==> src/rtl/pipe_defs_pkg.sv <==
// Shared pipeline definitions: memory-size encodings from the EX/MEM
// register and the MEM-stage load/store unit state type.
package pipe_defs_pkg;

   // Load size encodings carried in EXMEMMemRBits (2'b11 is treated as word)
   localparam logic [1:0] MEM_R_WORD = 2'b00;
   localparam logic [1:0] MEM_R_HALF = 2'b01;
   localparam logic [1:0] MEM_R_BYTE = 2'b10;

   // Store size encodings carried in EXMEMMemWrBits (one-hot; others = no store)
   localparam logic [2:0] MEM_W_BYTE = 3'b001;
   localparam logic [2:0] MEM_W_HALF = 3'b010;
   localparam logic [2:0] MEM_W_WORD = 3'b100;

   // Normalised access size shared by loads and stores
   typedef enum logic [1:0] {
      SZ_BYTE,
      SZ_HALF,
      SZ_WORD
   } mem_size_t;

   // Load/store unit FSM states
   typedef enum logic [1:0] {
      LSU_IDLE,
      LSU_WAIT,
      LSU_DONE
   } lsu_state_t;

endpackage

==> src/rtl/lsu_align.sv <==
// Byte-lane formatting for the MEM-stage LSU: byte enables, lane-replicated
// store data, misalignment detection and load extraction/extension.
module lsu_align
   import pipe_defs_pkg::*;
(
   input  mem_size_t   size,
   input  logic        sign,
   input  logic [1:0]  addr_lo,
   input  logic [31:0] wd,
   input  logic [31:0] rdata,
   output logic [3:0]  be,
   output logic [31:0] wdata_rep,
   output logic        misalign,
   output logic [31:0] load_ext
);

   logic [7:0]  sel_b;
   logic [15:0] sel_h;

   // Lane selection of the addressed byte and halfword from the read word
   always_comb begin
      case (addr_lo)
         2'd0:    sel_b = rdata[7:0];
         2'd1:    sel_b = rdata[15:8];
         2'd2:    sel_b = rdata[23:16];
         default: sel_b = rdata[31:24];
      endcase
      sel_h = addr_lo[1] ? rdata[31:16] : rdata[15:0];
   end

   // Size-dependent enables, write replication, alignment and extension
   always_comb begin
      be        = 4'b1111;
      wdata_rep = wd;
      misalign  = 1'b0;
      load_ext  = rdata;
      case (size)
         SZ_BYTE: begin
            be        = 4'b0001 << addr_lo;
            wdata_rep = {4{wd[7:0]}};
            load_ext  = {{24{sign & sel_b[7]}}, sel_b};
         end
         SZ_HALF: begin
            be        = 4'b0011 << addr_lo;
            wdata_rep = {2{wd[15:0]}};
            misalign  = addr_lo[0];
            load_ext  = {{16{sign & sel_h[15]}}, sel_h};
         end
         default: begin
            misalign  = |addr_lo;
         end
      endcase
   end

endmodule

==> src/rtl/mem_stage_lsu.sv <==
// MEM-stage load/store unit: issues one req/ack data-memory access per
// EX/MEM instruction, formats lanes, extends load data and stalls the
// pipeline until the access has completed, failed alignment or timed out.
module mem_stage_lsu
   import pipe_defs_pkg::*;
#(
   parameter int unsigned TIMEOUT = 16,
   parameter int unsigned CNT_W   = 5
) (
   input  logic        clk,
   input  logic        rst,
   input  logic        EXMEMMemRead,
   input  logic        EXMEMMemWrite,
   input  logic [1:0]  EXMEMMemRBits,
   input  logic        EXMEMMemRSign,
   input  logic [2:0]  EXMEMMemWrBits,
   input  logic [31:0] EXMEMALUResult,
   input  logic [31:0] EXMEMMemWriteData,
   input  logic        mem_advance,
   output logic        dm_req,
   output logic        dm_we,
   output logic [29:0] dm_addr,
   output logic [3:0]  dm_be,
   output logic [31:0] dm_wdata,
   input  logic [31:0] dm_rdata,
   input  logic        dm_ack,
   output logic [31:0] mem_load_data,
   output logic        mem_stall,
   output logic        mem_misalign,
   output logic        mem_bus_err
);

   lsu_state_t       state, state_nx;
   logic [CNT_W-1:0] cnt;

   logic      wr_ok, is_store, op_valid;
   mem_size_t live_size, lat_size, a_size;
   logic      lat_sign, a_sign;
   logic [1:0] lat_lo, a_lo;

   logic [3:0]  a_be;
   logic [31:0] a_wdata, a_load;
   logic        a_misalign;

   logic cnt_last, issue, mis_set, got_ack, tmo, done_rel;

   // Decode the EX/MEM request; a valid store overrides a simultaneous load
   always_comb begin
      wr_ok    = (EXMEMMemWrBits == MEM_W_BYTE) || (EXMEMMemWrBits == MEM_W_HALF) ||
                 (EXMEMMemWrBits == MEM_W_WORD);
      is_store = EXMEMMemWrite & wr_ok;
      op_valid = EXMEMMemRead | is_store;
      live_size = SZ_WORD;
      if (is_store) begin
         case (EXMEMMemWrBits)
            MEM_W_BYTE: live_size = SZ_BYTE;
            MEM_W_HALF: live_size = SZ_HALF;
            default:    live_size = SZ_WORD;
         endcase
      end else begin
         case (EXMEMMemRBits)
            MEM_R_BYTE: live_size = SZ_BYTE;
            MEM_R_HALF: live_size = SZ_HALF;
            MEM_R_WORD: live_size = SZ_WORD;
            default:    live_size = SZ_WORD;
         endcase
      end
   end

   // One formatter serves both phases: live inputs at issue, latched ones
   // afterwards so EX/MEM changes during WAIT cannot corrupt load extraction
   always_comb begin
      if (state == LSU_IDLE) begin
         a_size = live_size;
         a_sign = EXMEMMemRSign;
         a_lo   = EXMEMALUResult[1:0];
      end else begin
         a_size = lat_size;
         a_sign = lat_sign;
         a_lo   = lat_lo;
      end
   end

   lsu_align u_align (
      .size      (a_size),
      .sign      (a_sign),
      .addr_lo   (a_lo),
      .wd        (EXMEMMemWriteData),
      .rdata     (dm_rdata),
      .be        (a_be),
      .wdata_rep (a_wdata),
      .misalign  (a_misalign),
      .load_ext  (a_load)
   );

   // State register
   always_ff @(posedge clk or negedge rst) begin
      if (!rst) state <= LSU_IDLE;
      else      state <= state_nx;
   end

   // Next-state logic
   always_comb begin
      state_nx = state;
      case (state)
         LSU_IDLE: if (op_valid) state_nx = a_misalign ? LSU_DONE : LSU_WAIT;
         LSU_WAIT: if (dm_ack || cnt_last) state_nx = LSU_DONE;
         LSU_DONE: if (mem_advance) state_nx = LSU_IDLE;
         default:  state_nx = LSU_IDLE;
      endcase
   end

   // Stall and per-cycle event strobes; ack wins over a coincident timeout
   always_comb begin
      cnt_last  = (cnt == CNT_W'(TIMEOUT - 1));
      mem_stall = op_valid && (state != LSU_DONE);
      issue     = (state == LSU_IDLE) && op_valid && !a_misalign;
      mis_set   = (state == LSU_IDLE) && op_valid && a_misalign;
      got_ack   = (state == LSU_WAIT) && dm_ack;
      tmo       = (state == LSU_WAIT) && !dm_ack && cnt_last;
      done_rel  = (state == LSU_DONE) && mem_advance;
   end

   // Bus, result and latched-request registers
   always_ff @(posedge clk or negedge rst) begin
      if (!rst) begin
         dm_req        <= 1'b0;
         dm_we         <= 1'b0;
         dm_addr       <= '0;
         dm_be         <= '0;
         dm_wdata      <= '0;
         mem_load_data <= '0;
         mem_misalign  <= 1'b0;
         mem_bus_err   <= 1'b0;
         cnt           <= '0;
         lat_size      <= SZ_WORD;
         lat_sign      <= 1'b0;
         lat_lo        <= '0;
      end else begin
         if (issue) begin
            dm_req   <= 1'b1;
            dm_we    <= is_store;
            dm_addr  <= EXMEMALUResult[31:2];
            dm_be    <= a_be;
            dm_wdata <= is_store ? a_wdata : '0;
            cnt      <= '0;
            lat_size <= live_size;
            lat_sign <= EXMEMMemRSign;
            lat_lo   <= EXMEMALUResult[1:0];
         end
         if (state == LSU_WAIT) cnt <= cnt + 1'b1;
         if (got_ack) begin
            dm_req <= 1'b0;
            if (!dm_we) mem_load_data <= a_load;
         end
         if (tmo) begin
            dm_req        <= 1'b0;
            mem_bus_err   <= 1'b1;
            mem_load_data <= '0;
         end
         if (mis_set) mem_misalign <= 1'b1;
         if (done_rel) begin
            mem_misalign <= 1'b0;
            mem_bus_err  <= 1'b0;
         end
      end
   end

endmodule

==> config.mk <==
export PLATFORM = sky130hd
export DESIGN_NAME = mem_stage_lsu
export DESIGN_NICKNAME = d
export VERILOG_FILES = /design/src/rtl/pipe_defs_pkg.sv /design/src/rtl/lsu_align.sv /design/src/rtl/mem_stage_lsu.sv
export SDC_FILE = /design/constraint.sdc
export NUM_CORES = 1
export LEC_CHECK = 0
export CORE_ASPECT_RATIO = 1.4
export CORE_MARGIN = 1.5
export CORE_UTILIZATION = 48
export CTS_CLUSTER_DIAMETER = 30
export DETAILED_ROUTE_END_ITERATION = 16
export PLACE_DENSITY_LB_ADDON = 0.2
export REMOVE_ABC_BUFFERS = 1
export SLEW_MARGIN = 15
export SYNTH_ARGS = -nofsm -noshare
export SYNTH_HDL_FRONTEND = slang
export SYNTH_SLANG_ARGS = --single-unit
==> constraint.sdc <==
create_clock -name clk -period 5.1 [get_ports clk]
set_clock_uncertainty 0.05 [all_clocks]
set_input_delay 1.02 -clock clk [delete_from_list [all_inputs] [get_ports clk]]
set_output_delay 1.02 -clock clk [all_outputs]
set_load 0.03 [all_outputs]
# Word-level counts from Yosys, hierarchy flattened
# Cells that the tools add are included.
word_totals:
  regBits: 114
  wordCells: 90
  input_bits: 108
op_classes:
  n_addsub: 1
  n_eq_ne: 16
  bitwise: 4
  muxes: 30
  n_reduce_logical: 24
  shift: 2
ops:
  columns: ["operator", "count"]
  rows:
  - ["32-bit two-way mux", 4]
  - ["32-bit case mux with 2 select lines", 2]
  - ["8-bit case mux with 3 select lines", 1]
  - ["16-bit two-way mux", 1]
  - ["2-bit two-way mux", 7]
  - ["5-bit two-way mux", 2]
  - ["2-bit by 1-bit equality test with 1-bit output (second input constant)", 4]
  - ["1-bit logical AND", 8]
  - ["1-bit two-way mux", 8]
  - ["2-bit inequality test (second input constant)", 4]
  - ["2-bit case mux with 2 select lines", 2]
  - ["4-bit case mux with 2 select lines", 1]
  - ["2-bit nonzero test", 4]
  - ["2-bit equality test (second input constant)", 3]
  - ["2-bit zero test", 3]
  - ["2-bit case mux with 3 select lines", 1]
  - ["5-bit by 1-bit adder with 5-bit output (second input constant)", 1]
  - ["5-bit by 4-bit equality test with 1-bit output (second input constant)", 1]
  - ["1-bit by 2-bit left shift with 4-bit output (first input constant)", 1]
  - ["2-bit by 2-bit left shift with 4-bit output (first input constant)", 1]
  - ["1-bit bitwise AND", 3]
  - ["3-bit by 1-bit equality test with 1-bit output (second input constant)", 1]
  - ["3-bit by 2-bit equality test with 1-bit output (second input constant)", 1]
  - ["3-bit equality test (second input constant)", 1]
  - ["other kinds (9)", 12]

# Longest topological paths before layout
# Gate-level depths: netlist of the first run.
depth:
  ltp_word: 13
  ltp_mapped: 10

# Modules after synthesis
# Synthesis of the first run repeated with hierarchy kept, for this count alone.
hier_totals:
  hier_cells: 488
  hier_area_um2: 5909.4
by_module_without_submodules:
  columns: ["module", "seq_area_each_um2", "cells_per_inst", "n_inst", "area_per_inst_um2"]
  rows:
  - ["mem_stage_lsu", 2854.0, 308, 1, 4536.9]
  - ["lsu_align", 0.0, 180, 1, 1372.6]

# Least setup slack after synthesis of the first run
# Ideal clock, no wire load.
synth_timing:
  path_kind: "in2out"
  from: "input EXMEMMemWrBits[1]"
  to: "output mem_stall"
  arrival_time_ns: 2.101
  n_path_buf: 1
  t_required_ns: 4.030
  slack_ns: 1.929
  stages: 5
  path_cell_list: "buf_6 o21ai_0 o211ai_1 nor2b_1 a21oi_1"
synth_between:
  elab_chain_cells: 6
  word_cells_on_any_way: 8
  classes_between: "eq/ne (3); bitwise (2); reduce/logical (3)"
synth_lines:
  columns: ["element", "line_no", "text"]
  rows:
  - ["from (decl)", "mem_stage_lsu.sv:16", "input logic [2:0] EXMEMMemWrBits,"]
  - ["3-bit by 1-bit equality test with 1-bit output or 3-bit by 2-bit equality test with 1-bit output (tied branches)", "mem_stage_lsu.sv:49", "wr_ok = (EXMEMMemWrBits == MEM_W_BYTE) || (EXMEMMemWrBits == MEM_W_HALF) ||"]
  - ["1-bit logical OR", "mem_stage_lsu.sv:49", null]
  - ["1-bit logical OR (*)", "mem_stage_lsu.sv:49", null]
  - ["1-bit bitwise AND (*)", "mem_stage_lsu.sv:51", "is_store = EXMEMMemWrite & wr_ok;"]
  - ["1-bit OR (*)", "mem_stage_lsu.sv:52", "op_valid = EXMEMMemRead | is_store;"]
  - ["1-bit logical AND (*)", "mem_stage_lsu.sv:116", "mem_stall = op_valid && (state != LSU_DONE);"]
  - ["to (decl)", "mem_stage_lsu.sv:28", "output logic mem_stall,"]
# Every way passes the cells marked *; elsewhere a longest branch is shown, timed or not.

# Final worst setup path of the first run
# Ends and elaborated chain as after synthesis.

==> flow_summary_export.csv, run 1 <==
group,metric,value,unit
outcome,status,"finished clean",
drt,num_vias,5151,
clocking,htree_num_levels,4,
worst_setup_path,worstSetupPathType,"primary input to output pin",
pwr,irDropWorstVdd,0.411,mV
grt,grt_max_degree,55,
worst_setup_path,r2r_cells,6,
drt,via_per_inst,5.91,
finish,final_common_cell,"clkdlybuf4s50_1",
clocking,cts_tree,"yes",
synthesis,synth-seq-cells,114,
synthesis,synth_warnings,0,
worst_setup_path,rrSetupSlack,2.06,ns
hold_path,hp-class,"primary input to asynchronous set/reset pin",
placement,gp_congestion,0.872,
placement,dp_hpwl,12000,um
worst_setup_path,endpoint_kind,"output pin",
synthesis,yosysSeqAreaShare,50.2,%
floorplan,die_height,132,um
synthesis,synthCells,512,
sta,tns,0,ns
floorplan,fp.dieW,95.0,um
synthesis,synth_edf_count,0,
worst_setup_path,cp.required,4.03,ns
sta,hold_violations,0,
sta,setup_violations,0,
worst_setup_path,cp.arrival,3.21,ns
grt,grt_usage,29.4,%
finish,drive_gt1_share,13.6,%
finish,mostFrequentLayoutCells,"clkdlybuf4s50_1, dfrtp_1, o21ai_0, nand2_1, mux2_2",
sta,period_share,83.9,%
synthesis,avgSynthCellArea,11.1,sq um
finish,nNetsFinal,825,
drt,drtIter0Drc,236,
finish,fill_cells,803,
finish,area_growth,49.5,%
sta,max_slew_margin,17.4,%
drt,wl,17800,um
floorplan,core,11500,sq um
worst_setup_path,timing.rr.end,"mem_load_data[25]",
clocking,ctsHoldBuffers,0,
worst_setup_path,cp_max_fo,8,
floorplan,initial_core_util,49.6,%
grt,grt_overflow_total,0,
synthesis,synthesis.area,5690,sq um
synthesis,ys.flop_type,"dfrtp_1",
sta,fmax,0.234,GHz
clocking,clockRootBuffer,"clkbuf_16",
floorplan,io_pins,211,
drt,antenna_left,0,
synthesis,synth_top_area_share,49.7,%
run,max_cap_violations,0,
grt,grt_pass1_wl,28200,um
synthesis,synthTopCellsByArea,"dfrtp_1, mux2_2, mux2i_1",
clocking,numCtsBuffers,17,
clocking,clock_latency,0.41,ns
synthesis,yosys.area.top_type,"dfrtp_1",
worst_setup_path,reg2reg_from,"state[1]",
floorplan,dieArea,12500,sq um
worst_setup_path,start_kind,"primary input",
synthesis,synth_cell_types,57,
drt,first_pass_iters,5,
clocking,clkSinkCount,114,
pwr,leakage,3.58,nW
drt,post-route-drc-count,0,
synthesis,synthArstFlopShare,100,%
clocking,cts.repair.resized,0,
sta,max_slew.worst_pin.slew,1.23,ns
sta,period_needed,4.28,ns
clocking,clock_path_buffers,2,
clocking,cts.clk_slew.worst_paths,0.06,ns
sta,maxSlewViolCount,0,
placement,portBuffers,210,
drt,routedWlPerCell,20.4,um
clocking,postCtsSetupBuffers,0,
grt,first_global_vias,5530,
floorplan,rows,46,
pwr,power_density,720,nW/um^2
finish,n_antenna_cell,0,
grt,antenna_found_initial,0,
sta,rsz0062_at_grt,"no",
sta,holdWs,0.377,ns
## sequential cells by signal (all words and copies together) (netlist names), 2 cells and up
| signal | cells |
|---|---|
| lat_size | 2 |
| mem_load_data | 32 |
| cnt | 5 |
| dm_wdata | 32 |
| dm_addr | 30 |
| dm_be | 4 |
| lat_lo | 2 |
| state | 2 |
## worst max-delay path: stages
cell and delay [ns]:
clkdlybuf4s50_1 0.56, xor2_1 0.23, o211ai_1 0.28, nor2b_1 0.43, a21oi_1 0.08, clkdlybuf4s50_1 0.61
## synth_stat cells, drive strengths merged (2+ instances only)
library cell	number
a211o	4
a21boi	2
a21o	3
a21oi	9
a22o	15
and2	5
and3	2
buf	25
clkbuf	10
dfrtp	113
ha	3
inv	8
mux2	38
mux2i	24
nand2	38
nand2b	13
nor2	31
nor2b	4
nor3	6
nor3b	3
o211a	2
o211ai	5
o21a	9
o21ai	56
o221ai	8
o22ai	16
o2bb2ai	25
o31ai	5
o32ai	7
or2	2
or3	9
xor2	2
## layout make-up
class / count / area, sq um / share of cell area (%)
clock buffers: 17 / 425 / 5.01
repair buffers: 218 / 2170 / 25.6
clock inverters: 15 / 231 / 2.72
multi-input cells: 355 / 2610 / 30.7
flip-flops and latches: 114 / 2850 / 33.6
inverters: 8 / 30.0 / 0.353
well taps: 144 / 180 / 2.12
## logic make-up (layout without fill, tap and decap cells)
| family | Yosys count | in the layout | synth area share [%] |
|---|---|---|---|
| simple gates | 115 | 115 | 10.1 |
| flops | 114 | 114 | 50.2 |
| xor+xnor | 2 | 2 | 0.308 |
| fa+ha+maj | 3 | 3 | 0.660 |
| buf+inv | 43 | 258 | 4.20 |
| mux | 62 | 62 | 11.8 |
| compound gates | 173 | 173 | 22.8 |
## report_power, final
| part | total, mW | leakage, nW | switching, mW | internal, mW |
|---|---|---|---|---|
| Sequential | 1.59 | 1.43 | 0.274 | 1.32 |
| Clock | 1.32 | 0.314 | 0.450 | 0.872 |
| Combinational | 3.21 | 1.84 | 1.86 | 1.35 |
## routing by layer
layer	GRT usage [%]	vias to the layer above	wire length [um]
met5	0	-	0
met4	13.2	0	458
met3	9.52	47	1590
met2	49.5	271	9090
met1	33.2	2515	6620
li1	-	2318	-
## stage by stage
| stage | std cells | total power [mW] | utilization, % | cell area, sq um | setup slack, ns |
|---|---|---|---|---|---|
| after floorplan | 477 | 3.47 | - | 5480 | 0.734 |
| after detailed placement | 839 | 4.77 | 68.5 | 7840 | 0.845 |
| final | 871 | 6.12 | 74.2 | 8500 | 0.823 |
| after global routing | 871 | 6.41 | 74.2 | 8500 | 0.724 |
| after CTS | 871 | 6.13 | 74.2 | 8500 | 0.831 |
| after global placement | 839 | 4.68 | 68.5 | 7840 | 0.886 |
## how the worst max path moves through the flow
stage | start | endpoint | slack (ns) | cells past startpoint
floorplan | EXMEMMemRBits[1] | mem_load_data[0] | 0.73 | 8
global placement | EXMEMMemWrBits[1] | mem_stall | 0.89 | 6
detailed placement | EXMEMMemWrBits[1] | mem_stall | 0.85 | 6
CTS | EXMEMMemWrBits[1] | mem_stall | 0.83 | 6
global route | EXMEMMemWrBits[1] | mem_stall | 0.72 | 6
finish | EXMEMMemWrBits[1] | mem_stall | 0.82 | 6
(Power assumes the default switching activity.)
==> run 2, diff against run 1 <==
CORE_UTILIZATION = 41   (was 48)
clock period = 3.9 ns   (was 5.1 ns; I/O delays follow)
==> run 2 against run 1 <==
  * Cell count is 5.6% higher
  * Global-route usage shrank 4.7 points
  * Highest routed layer unchanged
  * Utilization decreased by 10 points
  * Via count decreased by 2.1%
  * Sequential share of layout area shrank 0.46 points
  * Clock-buffer cell count increased by 1
==> flow_summary_export.csv, run 2 (synthesis gave the netlist of run 1 again) <==
group,metric,value,unit
worst_setup_path,reg2reg_from,"state[0]",
worst_setup_path,worstSetupPathType,"primary input to output pin",
pwr,power_density,930,nW/um^2
worst_setup_path,crit_end,"mem_stall",
outcome,status,"finished clean",
pwr,p_int,4.65,mW
sta,max_slew.worst_pin.slew,0.859,ns
finish,drive_gt1_share,14.9,%
finish,final_common_cell,"clkdlybuf4s50_1",
finish,fill_cells,1086,
pwr,power.share.switching,42.0,%
worst_setup_path,endpoint_kind,"output pin",
pwr,p_total,8.01,mW
clocking,clockRootBuffer,"clkbuf_16",
pwr,irDropWorstVdd,0.502,mV
clocking,clock_latency,0.41,ns
clocking,postCtsSetupBuffers,0,
grt,grt_usage,24.7,%
clocking,cts_tree,"yes",
finish,n_antenna_cell,0,
drt,via_per_inst,5.48,
sta,period_needed,3.61,ns
grt,grt_overflow_total,0,
finish,area_growth,51.6,%
clocking,numCtsBuffers,17,
sta,rsz0062_at_grt,"no",
clocking,cts.repair.resized,0,
sta,setup_violations,0,
floorplan,fp.dieW,103,um
worst_setup_path,rrSetupSlack,1.31,ns
clocking,htree_num_levels,4,
pwr,p_clk_share,21.2,%
worst_setup_path,cp.arrival,2.78,ns
placement,dp_hpwl,12500,um
placement,portBuffers,210,
drt,routedWlPerCell,18.9,um
placement,gp_congestion,0.856,
worst_setup_path,r2r_cells,6,
sta,fmax,0.277,GHz
floorplan,core,13500,sq um
floorplan,io_pins,211,
clocking,ctsHoldBuffers,0,
sta,holdWs,0.421,ns
worst_setup_path,cp.required,3.07,ns
worst_setup_path,critPathLaunch,"EXMEMMemWrBits[1]",
sta,period_share,92.7,%
pwr,p_comb_share,52.9,%
worst_setup_path,timing.rr.end,"mem_load_data[21]",
hold_path,hp-class,"primary input to asynchronous set/reset pin",
finish,multi_input_area,2610,sq um
finish,mostFrequentLayoutCells,"clkdlybuf4s50_1, dfrtp_1, o21ai_0, nand2_1, mux2_2",
clocking,clkSinkCount,114,
finish,nNetsFinal,836,
grt,first_global_vias,5429,
drt,post-route-drc-count,0,
drt,antenna_left,0,
floorplan,dieArea,14600,sq um
clocking,clock_path_buffers,2,
placement,placed_cells,888,
floorplan,initial_core_util,42.3,%
sta,maxSlewViolCount,0,
worst_setup_path,cp_max_fo,8,
grt,grt_pass1_wl,27400,um
worst_setup_path,start_kind,"primary input",
finish,largestRegisters,"dm_wdata x32, mem_load_data x32, dm_addr x30",
pwr,leakage,3.63,nW
floorplan,rows,50,
pwr,p_seq_share,25.9,%
clocking,cts.clk_slew.worst_paths,0.06,ns
drt,wl,17400,um
sta,max_slew_margin,42.7,%
drt,num_vias,5041,
drt,drtIter0Drc,228,
drt,first_pass_iters,5,
grt,grt_max_degree,66,
finish,final_cells,920,
pwr,p_sw,3.36,mW
finish,post-route-util,64.1,%
floorplan,die_height,142,um
sta,hold_violations,0,
run,max_cap_violations,0,
grt,antenna_found_initial,0,
finish,register_area,2850,sq um
-- run 2: cell types whose count changed in the layout (fill, tap and decap cells not counted), sizes merged --
cell | previous run | this run
bufinv | 5 | 4
clkbuf | 17 | 18
buf | 9 | 20
-- run 2: metal layers --
| layer | part of all wire [%] | GRT usage, % |
|---|---|---|
| met4 | 1.7 | 7.57 |
| met2 | 51 | 43.2 |
| met5 | 0 | 0 |
| met3 | 9.2 | 9.23 |
| met1 | 38 | 27.4 |
-- run 2: stage by stage --
stage | cell area, sq um | TNS [ns] | worst slack, ns
floorplan | 5480 | -8.92 | -0.226
global placement | 7970 | 0 | 0.353
detailed placement | 7970 | 0 | 0.282
CTS | 8620 | 0 | 0.274
global route | 8620 | 0 | 0.160
finish | 8620 | 0 | 0.287
-- run 2: worst min-delay path by stage --
stage | from | to | slack, ns
2_1_floorplan | rst | cnt[0] | 0.43
3_3_place_gp | mem_load_data[25] | mem_load_data[25] | 0.41
3_5_place_dp | mem_load_data[31] | mem_load_data[31] | 0.42
4_1_cts | mem_load_data[31] | mem_load_data[31] | 0.43
5_1_grt | mem_load_data[6] | mem_load_data[6] | 0.45
6_report | rst | dm_be[3] | 0.42
-- run 2: layout make-up --
| type | count | area share, % |
|---|---|---|
| flip-flops and latches | 114 | 33.1 |
| multi-input cells | 355 | 30.2 |
| clock inverters | 14 | 2.38 |
| well taps | 182 | 2.64 |
| clock buffers | 18 | 5.10 |
| repair buffers | 229 | 26.2 |
| inverters | 8 | 0.348 |
-- run 2: power groups by stage --
stage	registers (mW)	logic, mW	clock network (mW)
after floorplan	2.98	1.55	0
final	2.07	4.24	1.70
after global routing	2.14	4.50	1.78
after CTS	2.08	4.26	1.72
after detailed placement	2.09	4.24	0
after global placement	2.07	4.17	0
-- run 2: worst max-delay path, stage by stage --
cell             delay [ns]
clkdlybuf4s50_1        0.66
xor2_1                 0.19
o211ai_1               0.15
nor2b_1                0.19
a21oi_1                0.12
clkdlybuf4s50_1        0.69
==> run 3, diff against run 2 <==
CORE_UTILIZATION = 30   (was 41)
==> run 3 against run 2 <==
  * Setup slack worse by 0.016 ns
  * Hold slack gained 0.0064 ns
  * Sequential share of layout area shrank 0.20 points
  * Maximum frequency shrank 0.44%
  * Critical path type unchanged
  * First-iteration DRC count rose by 65%
  * Cell count rose by 6.6%
  * Non-clock buffer count is the same
  * Routed wire length is 4.9% higher
  * Sequential power hardly changed
  * Largest power group unchanged
==> flow_summary_export.csv, run 3 (synthesis gave the netlist of run 1 again) <==
group,metric,value,unit
outcome,status,"finished clean",
clocking,cts.repair.resized,0,
worst_setup_path,slowest_delay,0.69,ns
finish,largestRegisters,"dm_wdata x32, mem_load_data x32, dm_addr x30",
clocking,cts.clk_slew.worst_paths,0.06,ns
placement,gp_congestion,0.803,
worst_setup_path,reg2reg_from,"cnt[0]",
floorplan,rows,59,
clocking,htree_num_levels,4,
worst_setup_path,cp_max_fo,8,
worst_setup_path,start_kind,"primary input",
drt,antenna_left,0,
drt,wl,18200,um
sta,fmax,0.276,GHz
sta,maxSlewViolCount,0,
finish,final_cell_area,8670,sq um
worst_setup_path,cpMostUsedCell,"clkdlybuf4s50_1",
run,max_cap_violations,0,
drt,num_vias,4994,
sta,rsz0062_at_grt,"no",
sta,max_slew.worst_pin.slew,0.978,ns
placement,placed_area,8080,sq um
worst_setup_path,crit_family,"buffers and inverters",
sta,setup_violations,0,
clocking,ctsHoldBuffers,0,
floorplan,core,18600,sq um
clocking,clock_latency,0.41,ns
grt,first_global_vias,5460,
finish,drive_gt1_share,14.5,%
worst_setup_path,timing.rr.end,"mem_load_data[2]",
worst_setup_path,rrSetupSlack,1.27,ns
sta,period_needed,3.63,ns
drt,via_per_inst,5.09,
sta,hold_violations,0,
hold_path,hold_depth,2,
grt,grt_overflow_total,0,
finish,area_growth,52.5,%
sta,holdWs,0.427,ns
finish,final_common_cell,"clkdlybuf4s50_1",
drt,routedWlPerCell,18.6,um
placement,place_ws,0.271,ns
sta,period_share,93.1,%
clocking,clock_path_buffers,2,
pwr,irDropWorstVdd,0.409,mV
placement,portBuffers,210,
grt,use_met3,6.01,%
worst_setup_path,r2r_cells,8,
finish,fill_cells,1764,
grt,grt.met1_usage,21.1,%
hold_path,whs_endpoint,"mem_load_data[29]",
grt,grt.busiest_layer,"met2",
floorplan,initial_core_util,30.6,%
drt,drtIter0Drc,377,
worst_setup_path,critPathBufInv,2,
clocking,postCtsSetupBuffers,0,
grt,grt_max_degree,69,
floorplan,die_height,166,um
pwr,leakage,3.62,nW
drt,post-route-drc-count,0,
worst_setup_path,cp.arrival,2.80,ns
grt,grt_util_met2,34.0,%
grt,grt_pass1_wl,29300,um
grt,grt_usage,18.8,%
finish,nNetsFinal,836,
grt,antenna_found_initial,0,
hold_path,hp-class,"register to register",
pwr,power_density,916,nW/um^2
clocking,clkSinkCount,114,
clocking,clockRootBuffer,"clkbuf_16",
worst_setup_path,worstPathCellList,"clkdlybuf4s50_1, o21ai_0, o211ai_1, nor2b_1, a21oi_1, clkdlybuf4s50_1",
clocking,cts_tree,"yes",
sta,fin_ws,0.270,ns
worst_setup_path,worstSetupPathType,"primary input to output pin",
finish,n_antenna_cell,0,
floorplan,io_pins,211,
clocking,numCtsBuffers,17,
sta,max_slew_margin,34.5,%
placement,dp_hpwl,13200,um
drt,first_pass_iters,4,
worst_setup_path,cp.depth,6,
hold_path,min_from,"mem_load_data[29]",
finish,mostFrequentLayoutCells,"clkdlybuf4s50_1, dfrtp_1, o21ai_0, nand2_1, mux2_2",
floorplan,fp.dieW,119,um
worst_setup_path,cp.required,3.07,ns
floorplan,dieArea,19800,sq um
worst_setup_path,slowest_stage,"clkdlybuf4s50_1",
worst_setup_path,endpoint_kind,"output pin",
run 3: cell count changes in the layout (fill, tap and decap cells not counted):
cell / delta
buf_4: -2
clkbuf_1: +2
bufinv_16: -1
inv_6: -2
buf_12: +2
clkinv_2: +4
clkbuf_8: +1
clkinv_4: -5
run 3: metrics by stage:
stage,std cells,power [mW],utilization (%),setup TNS (ns)
CTS,981,8.02,46.6,0
global route,981,8.39,46.6,0
finish,981,7.94,46.6,0
floorplan,477,4.54,-,-8.92
global placement,950,6.32,43.4,0
detailed placement,950,6.39,43.4,0
run 3: cell type report:
type	instances	area [sq um]	area share [%]
Inverter	8	30.0	0.346
Sequential cell	114	2850	32.9
Timing Repair Buffer	229	2280	26.3
Clock buffer	21	460	5.31
Clock inverter	10	134	1.54
Multi-Input combinational cell	355	2610	30.1
Tap cell	244	305	3.52
run 3: worst max path at each step:
stage               slack (ns)         startpoint                to
floorplan                -0.23   EXMEMMemRBits[1]  mem_load_data[0]
global placement          0.31  EXMEMMemWrBits[1]         mem_stall
detailed placement        0.27  EXMEMMemWrBits[1]         mem_stall
CTS                       0.25  EXMEMMemWrBits[1]         mem_stall
global route              0.15  EXMEMMemWrBits[1]         mem_stall
finish                    0.27  EXMEMMemWrBits[1]         mem_stall
run 3: metal layers:
layer / part of all wire, % / vias up / routed length (um)
li1: - / 2324 / -
met1: 39 / 2451 / 7180
met2: 52 / 203 / 9440
met3: 7.7 / 16 / 1410
met4: 1.1 / 0 / 197
met5: 0 / - / 0
run 3: worst reg2reg max path: stages, from the launching register on:
cell     delay [ns]
dfrtp_1        0.41
ha_1           0.24
and3_1         0.19
ha_1           0.22
o21ai_0        0.34
a21o_1         0.64
buf_4          0.33
nand2_1        0.07
o21ai_0        0.07
run 3: report_power, final:
| group | switching [mW] | total [mW] | leakage, nW | internal (mW) |
|---|---|---|---|---|
| Clock | 0.559 | 1.59 | 0.289 | 1.03 |
| Sequential | 0.368 | 2.09 | 1.43 | 1.72 |
| Combinational | 2.42 | 4.26 | 1.90 | 1.84 |
| Total | 3.34 | 7.94 | 3.62 | 4.60 |
